File: src/rtl/fp_pkg.sv
// Shared floating-point definitions: operand class encoding and
// format-dependent bit patterns usable for any EXP_W/MAN_W.
package fp_pkg;

    // Widest format the pattern helpers can describe (sign + exponent + mantissa).
    localparam int FP_MAX_W = 128;

    typedef enum logic [2:0] {
        FP_ZERO   = 3'd0,
        FP_DENORM = 3'd1,
        FP_NORM   = 3'd2,
        FP_INF    = 3'd3,
        FP_QNAN   = 3'd4,
        FP_SNAN   = 3'd5
    } fp_class_e;

    // All-ones exponent field, right-aligned.
    function automatic logic [FP_MAX_W-1:0] exp_ones(input int exp_w);
        return (FP_MAX_W'(1) << exp_w) - FP_MAX_W'(1);
    endfunction

    // Canonical quiet NaN: sign 0, exponent all-ones, mantissa MSB set, rest 0.
    function automatic logic [FP_MAX_W-1:0] canonical_qnan(input int exp_w, input int man_w);
        return ((FP_MAX_W'(1) << (exp_w + 1)) - FP_MAX_W'(1)) << (man_w - 1);
    endfunction

endpackage

File: src/rtl/fp_mul_operand_classifier_classify.sv
// Combinational single-operand classifier (sign does not affect the class).
module fp_classify
    import fp_pkg::*;
#(
    parameter int EXP_W = 8,
    parameter int MAN_W = 23
) (
    input  logic [EXP_W-1:0] exp_f,
    input  logic [MAN_W-1:0] man_f,
    output fp_class_e        cls
);

    // Decode exponent/mantissa into the class; mantissa MSB separates qNaN from sNaN.
    always_comb begin
        cls = FP_NORM;
        if (exp_f == '0) begin
            cls = (man_f == '0) ? FP_ZERO : FP_DENORM;
        end else if (&exp_f) begin
            if (man_f == '0) begin
                cls = FP_INF;
            end else if (man_f[MAN_W-1]) begin
                cls = FP_QNAN;
            end else begin
                cls = FP_SNAN;
            end
        end
    end

endmodule

File: src/rtl/fp_mul_operand_classifier.sv
// Front end of a floating-point multiplier: classifies both operands,
// resolves special-case products in a two-stage valid/ready pipeline and
// counts invalid-operation results with a saturating counter.
module fp_mul_operand_classifier
    import fp_pkg::*;
#(
    parameter int  EXP_W         = 8,
    parameter int  MAN_W         = 23,
    parameter bit  PROPAGATE_NAN = 1'b0,
    parameter int  CNT_W         = 16,
    localparam int WIDTH         = 1 + EXP_W + MAN_W
) (
    input  logic             clk,
    input  logic             rst_n,
    input  logic             in_valid,
    output logic             in_ready,
    input  logic [WIDTH-1:0] op_a,
    input  logic [WIDTH-1:0] op_b,
    output logic             out_valid,
    input  logic             out_ready,
    output logic [2:0]       class_a,
    output logic [2:0]       class_b,
    output logic             res_sign,
    output logic             special,
    output logic [WIDTH-1:0] special_res,
    output logic             flag_invalid,
    input  logic             cnt_clr,
    output logic [CNT_W-1:0] inv_cnt
);

    localparam logic [FP_MAX_W-1:0] EXP_ONES_WIDE = exp_ones(EXP_W);
    localparam logic [FP_MAX_W-1:0] QNAN_WIDE     = canonical_qnan(EXP_W, MAN_W);
    localparam logic [EXP_W-1:0]    EXP_ONES      = EXP_ONES_WIDE[EXP_W-1:0];
    localparam logic [WIDTH-1:0]    QNAN          = QNAN_WIDE[WIDTH-1:0];
    localparam logic [WIDTH-1:0]    QUIET_BIT     = WIDTH'(1) << (MAN_W - 1);

    // Stage 1: raw operands plus their classes
    logic             s1_valid_reg;
    logic [WIDTH-1:0] s1_a_reg;
    logic [WIDTH-1:0] s1_b_reg;
    fp_class_e        s1_cls_a_reg;
    fp_class_e        s1_cls_b_reg;

    // Stage 2: resolved result (drives the outputs directly)
    logic             s2_valid_reg;
    logic [2:0]       class_a_reg;
    logic [2:0]       class_b_reg;
    logic             res_sign_reg;
    logic             special_reg;
    logic [WIDTH-1:0] special_res_reg;
    logic             flag_invalid_reg;
    logic [CNT_W-1:0] inv_cnt_reg;

    logic             s1_adv;
    logic             s2_adv;
    logic             out_hs;

    logic             res_sign_next;
    logic             special_next;
    logic [WIDTH-1:0] special_res_next;
    logic             flag_invalid_next;

    logic [WIDTH-1:0] op_arr [2];
    fp_class_e        cls_arr [2];

    assign s2_adv   = !s2_valid_reg || out_ready;
    assign s1_adv   = !s1_valid_reg || s2_adv;
    assign in_ready = rst_n && s1_adv;
    assign out_hs   = s2_valid_reg && out_ready;

    assign op_arr[0] = op_a;
    assign op_arr[1] = op_b;

    // One classifier per operand
    for (genvar gi = 0; gi < 2; gi++) begin : g_cls
        fp_classify #(
            .EXP_W(EXP_W),
            .MAN_W(MAN_W)
        ) u_cls (
            .exp_f(op_arr[gi][WIDTH-2:MAN_W]),
            .man_f(op_arr[gi][MAN_W-1:0]),
            .cls  (cls_arr[gi])
        );
    end

    // Stage 1 register: capture operands and classes on an input handshake
    always_ff @(posedge clk) begin
        if (!rst_n) begin
            s1_valid_reg <= 1'b0;
            s1_a_reg     <= '0;
            s1_b_reg     <= '0;
            s1_cls_a_reg <= FP_ZERO;
            s1_cls_b_reg <= FP_ZERO;
        end else if (s1_adv) begin
            s1_valid_reg <= in_valid;
            if (in_valid) begin
                s1_a_reg     <= op_a;
                s1_b_reg     <= op_b;
                s1_cls_a_reg <= cls_arr[0];
                s1_cls_b_reg <= cls_arr[1];
            end
        end
    end

    logic a_nan, b_nan, a_snan, b_snan, a_inf, b_inf, a_zero, b_zero;
    assign a_snan = (s1_cls_a_reg == FP_SNAN);
    assign b_snan = (s1_cls_b_reg == FP_SNAN);
    assign a_nan  = a_snan || (s1_cls_a_reg == FP_QNAN);
    assign b_nan  = b_snan || (s1_cls_b_reg == FP_QNAN);
    assign a_inf  = (s1_cls_a_reg == FP_INF);
    assign b_inf  = (s1_cls_b_reg == FP_INF);
    assign a_zero = (s1_cls_a_reg == FP_ZERO);
    assign b_zero = (s1_cls_b_reg == FP_ZERO);

    // Special-case resolution in priority order: NaN, Inf*0, Inf, zero
    always_comb begin
        res_sign_next     = s1_a_reg[WIDTH-1] ^ s1_b_reg[WIDTH-1];
        special_next      = 1'b0;
        special_res_next  = '0;
        flag_invalid_next = 1'b0;
        if (a_nan || b_nan) begin
            special_next      = 1'b1;
            flag_invalid_next = a_snan || b_snan;
            if (PROPAGATE_NAN) begin
                special_res_next = (a_nan ? s1_a_reg : s1_b_reg) | QUIET_BIT;
            end else begin
                special_res_next = QNAN;
            end
        end else if ((a_inf && b_zero) || (a_zero && b_inf)) begin
            special_next      = 1'b1;
            special_res_next  = QNAN;
            flag_invalid_next = 1'b1;
        end else if (a_inf || b_inf) begin
            special_next     = 1'b1;
            special_res_next = {res_sign_next, EXP_ONES, {MAN_W{1'b0}}};
        end else if (a_zero || b_zero) begin
            special_next     = 1'b1;
            special_res_next = {res_sign_next, {(WIDTH-1){1'b0}}};
        end
    end

    // Stage 2 register: hold the resolved result until downstream accepts it
    always_ff @(posedge clk) begin
        if (!rst_n) begin
            s2_valid_reg     <= 1'b0;
            class_a_reg      <= 3'd0;
            class_b_reg      <= 3'd0;
            res_sign_reg     <= 1'b0;
            special_reg      <= 1'b0;
            special_res_reg  <= '0;
            flag_invalid_reg <= 1'b0;
        end else if (s2_adv) begin
            s2_valid_reg <= s1_valid_reg;
            if (s1_valid_reg) begin
                class_a_reg      <= s1_cls_a_reg;
                class_b_reg      <= s1_cls_b_reg;
                res_sign_reg     <= res_sign_next;
                special_reg      <= special_next;
                special_res_reg  <= special_res_next;
                flag_invalid_reg <= flag_invalid_next;
            end
        end
    end

    // Saturating invalid-result counter; clear wins over a same-cycle increment
    always_ff @(posedge clk) begin
        if (!rst_n) begin
            inv_cnt_reg <= '0;
        end else if (cnt_clr) begin
            inv_cnt_reg <= '0;
        end else if (out_hs && flag_invalid_reg && !(&inv_cnt_reg)) begin
            inv_cnt_reg <= inv_cnt_reg + CNT_W'(1);
        end
    end

    assign out_valid    = s2_valid_reg;
    assign class_a      = class_a_reg;
    assign class_b      = class_b_reg;
    assign res_sign     = res_sign_reg;
    assign special      = special_reg;
    assign special_res  = special_res_reg;
    assign flag_invalid = flag_invalid_reg;
    assign inv_cnt      = inv_cnt_reg;

endmodule

File: config.mk
export PLATFORM = sky130hd
export DESIGN_NAME = fp_mul_operand_classifier
export DESIGN_NICKNAME = d
export VERILOG_FILES = /design/src/rtl/fp_pkg.sv /design/src/rtl/fp_mul_operand_classifier_classify.sv /design/src/rtl/fp_mul_operand_classifier.sv
export SDC_FILE = /design/constraint.sdc
export NUM_CORES = 1
export LEC_CHECK = 0
export ABC_AREA = 0
export CAP_MARGIN = 30
export CORE_MARGIN = 8
export CORE_UTILIZATION = 63
export DETAILED_ROUTE_END_ITERATION = 12
export DONT_BUFFER_PORTS = 1
export PLACE_DENSITY = 0.8
export SYNTH_ARGS = -nofsm -noshare
export SYNTH_HDL_FRONTEND = slang
export SYNTH_SLANG_ARGS = --single-unit
File: constraint.sdc
create_clock -name clk -period 1.9 [get_ports clk]
set_clock_uncertainty 0.05 [all_clocks]
set_input_delay 0.38 -clock clk [delete_from_list [all_inputs] [get_ports clk]]
set_output_delay 0.38 -clock clk [all_outputs]
set_load 0.01 [all_outputs]
==> results.sh <==
export IMPL_yosysTopAreaCell="dfxtp_1"
export IMPL_slew_violations=0
export IMPL_cts_tree="built"
export IMPL_port_buffers=0
export IMPL_drt_vias_per_instance=6.12
export IMPL_cts_made_buffers=5
export IMPL_finalPower_mw=1.40
export IMPL_syn2layout_area_growth_pct=3.76
export IMPL_dp_cells=319
export IMPL_worst_path_max_delay_cell="dfxtp_1"
export IMPL_fin_util_pct=68.7
export IMPL_worstReg2RegEnd="s1_cls_b_reg[1]"
export IMPL_die_area_mm2=0.00569
export IMPL_crit_buf_inv=0
export IMPL_min_period_over_period_pct=92.0
export IMPL_regArea_um2=761
export IMPL_synthDistinctLibCells=54
export IMPL_clock_latency_ns=0.35
export IMPL_synth_seq_cells=38
export IMPL_cts_hold_buf=0
export IMPL_cts_clk_slew_worst_paths_ns=0.11
export IMPL_drtPass1Iterations=4
export IMPL_critPathKind="reg -> out"
export IMPL_crit_required_ns=1.47
export IMPL_dp_hpwl_um=4440
export IMPL_hold_start="rst_n"
export IMPL_grt_pass1_vias=1960
export IMPL_finalHoldViolCount=0
export IMPL_irDropWorstVdd_uv=438
export IMPL_crit_family="flip-flops"
export IMPL_crit_path_max_incr_delay_ns=0.51
export IMPL_synthTopCellsByArea="dfxtp_1 34%, buf_4 9.8%, nand2_1 6.1%"
export IMPL_ios=128
export IMPL_whs_path_depth=1
export IMPL_outcome="completed"
export IMPL_ys_seq_area_share_pct=34.2
export IMPL_synth_edf_count=0
export IMPL_cp_data_arrival_time_ns=1.32
export IMPL_r2r_start="out_valid"
export IMPL_path_cells="nor2b_1 -> a21oi_1"
export IMPL_drive_above_1_share_pct=14.2
export IMPL_die_h_um=75.5
export IMPL_post_place_ws_ns=0.226
export IMPL_nets=350
export IMPL_start_kind="flip-flop"
export IMPL_async_reset_ff_share_pct=0
export IMPL_synth_common_cells="38 x dfxtp_1, 36 x nand2_1, 29 x buf_4, 23 x a21oi_1, 15 x nor4_1"
export IMPL_clock_sinks=38
export IMPL_grt_max_degree=16
export IMPL_largest_register_ffs=16
export IMPL_finalWirelength_um=5380
export IMPL_tns_ns=0
export IMPL_crit_path_end_kind="output port"
export IMPL_dr_first_iter_drc_count=190
export IMPL_maxCapViolCount=0
export IMPL_ctsHtreeMaxLevel=2
export IMPL_syn_inst=270
export IMPL_netlist_area_leader_share_pct=34.2
export IMPL_grt_pass1_wl_um=8510
export IMPL_antenna_found_initial=0
export IMPL_synth_main_ff_cell="dfxtp_1"
export IMPL_cts_buffer_depth=2
export IMPL_min_to="s1_cls_a_reg[1]"
export IMPL_grt_overflow=0
export IMPL_vias=2002
export IMPL_r2r_setup_slack_ns=0.19
export IMPL_layout_min_cycle_time_ns=1.75
export IMPL_postCtsSetupRepairBufs=0
export IMPL_reg2reg_depth=5
export IMPL_finalSetupViolCount=0
export IMPL_antenna_cells=0
export IMPL_num_fill_cells=301
export IMPL_root_buffer="clkbuf_4"
export IMPL_cts_resized=0
export IMPL_layout_cells_non_filler=327
export IMPL_drc=0
export IMPL_ant_nets=0
export IMPL_rsz0062_at_grt="false"
export IMPL_cp_max_fo=6
export IMPL_grt_usage_pct=18.9
export IMPL_core_mm2=0.00336
export IMPL_yosysWarnings=0
export IMPL_start_util_pct=66.2
export IMPL_multi_input_area_mm2=0.00127
export IMPL_hold_class="in -> reg"
export IMPL_place_gp_congestion=0.851
export IMPL_die_w_um=75.5
export IMPL_avgSynthCellArea_um2=8.25
export IMPL_yosysMostFrequentCell="dfxtp_1"
export IMPL_worst_slack_ns=0.152
export IMPL_wl_per_cell_um=16.5
export IMPL_syn_cell_area_mm2=0.00223
export IMPL_std_cell_rows=21
export IMPL_clock_fmax_mhz=572
export IMPL_p_leak_nw=0.860
export IMPL_powerDensity_mw_per_mm2=605
==> metrics by stage <==
| step | hold WS [ns] | cell area (um2) |
|---|---|---|
| 6_report | 0.0987 | 2310 |
| 5_1_grt | 0.0794 | 2310 |
| 3_5_place_dp | 0.410 | 2250 |
| 3_3_place_gp | 0.407 | 2250 |
| 2_1_floorplan | 0.399 | 2310 |
| 4_1_cts | 0.0906 | 2310 |
==> logic make-up (layout without fill, tap and decap cells) <==
family / after synthesis / after routing / share of synthesized area (%)
other: 1 / 22 / 0.168
adders and majority gates: 1 / 1 / 0.562
buffers and inverters: 42 / 32 / 12.5
DFF: 38 / 38 / 34.2
AOI/OAI and AO/OA: 61 / 61 / 19.0
and+or+nand+nor: 121 / 121 / 31.0
xor gates and xnor gates: 1 / 1 / 0.393
muxes: 5 / 5 / 2.30
==> how the worst max path moves through the flow <==
stage | startpoint | end | slack [ns] | cells past startpoint
global route | out_valid | in_ready | 0.05 | 2
floorplan | inv_cnt[0] | inv_cnt[9] | 0.19 | 6
CTS | out_valid | in_ready | 0.13 | 2
detailed placement | inv_cnt[0] | inv_cnt[4] | 0.23 | 6
global placement | inv_cnt[0] | inv_cnt[4] | 0.28 | 6
finish | out_valid | in_ready | 0.15 | 2
==> worst reg2reg max path, delay by kind of cell, from the launching register on <==
| family | cells | cell delay (ns) |
|---|---|---|
| buffers and inverters | 1 | 0.20 |
| muxes | 1 | 0.11 |
| AOI/OAI and AO/OA | 2 | 0.46 |
| and+or+nand+nor | 1 | 0.29 |
| DFF | 1 | 0.51 |
==> per-layer routing <==
metal / wire [um] / global-route usage [%] / part of all wire [%]
met5: 0 / 0 / 0
met4: 53 / 5.97 / 0.99
met3: 671 / 8.95 / 12
met2: 2700 / 33.4 / 50
met1: 1950 / 19.2 / 36
==> layout make-up <==
cell class,count,share of cell area (%)
multi-input combinational,211,54.8
sequential,38,32.9
timing repair buffer,20,6.50
tap,46,2.49
clock buffer,7,2.38
inverter,4,0.650
clock inverter,1,0.217
==> power by group <==
group / total, mW / internal, mW / leakage [nW] / switching, mW
sequential: 0.838 / 0.815 / 0.309 / 0.0235
combinational: 0.121 / 0.0414 / 0.517 / 0.0792
clock: 0.440 / 0.179 / 0.0353 / 0.261
==> layout by cell type (no fill, tap or decap), types with 3 or more instances in the layout <==
master,count
buf_4,20
conb_1,22
clkbuf_4,5
inv_1,4
a211oi_1,3
nor4_1,15
a21oi_1,23
o22ai_1,3
mux2i_1,4
nand2_1,36
or3_1,7
nor3_1,5
nand3b_1,3
dfxtp_1,38
nor2_1,13
nand2b_1,3
nor2b_1,3
nand3_1,7
o21ai_0,7
nand4_1,12
(Power assumes the default switching activity.)
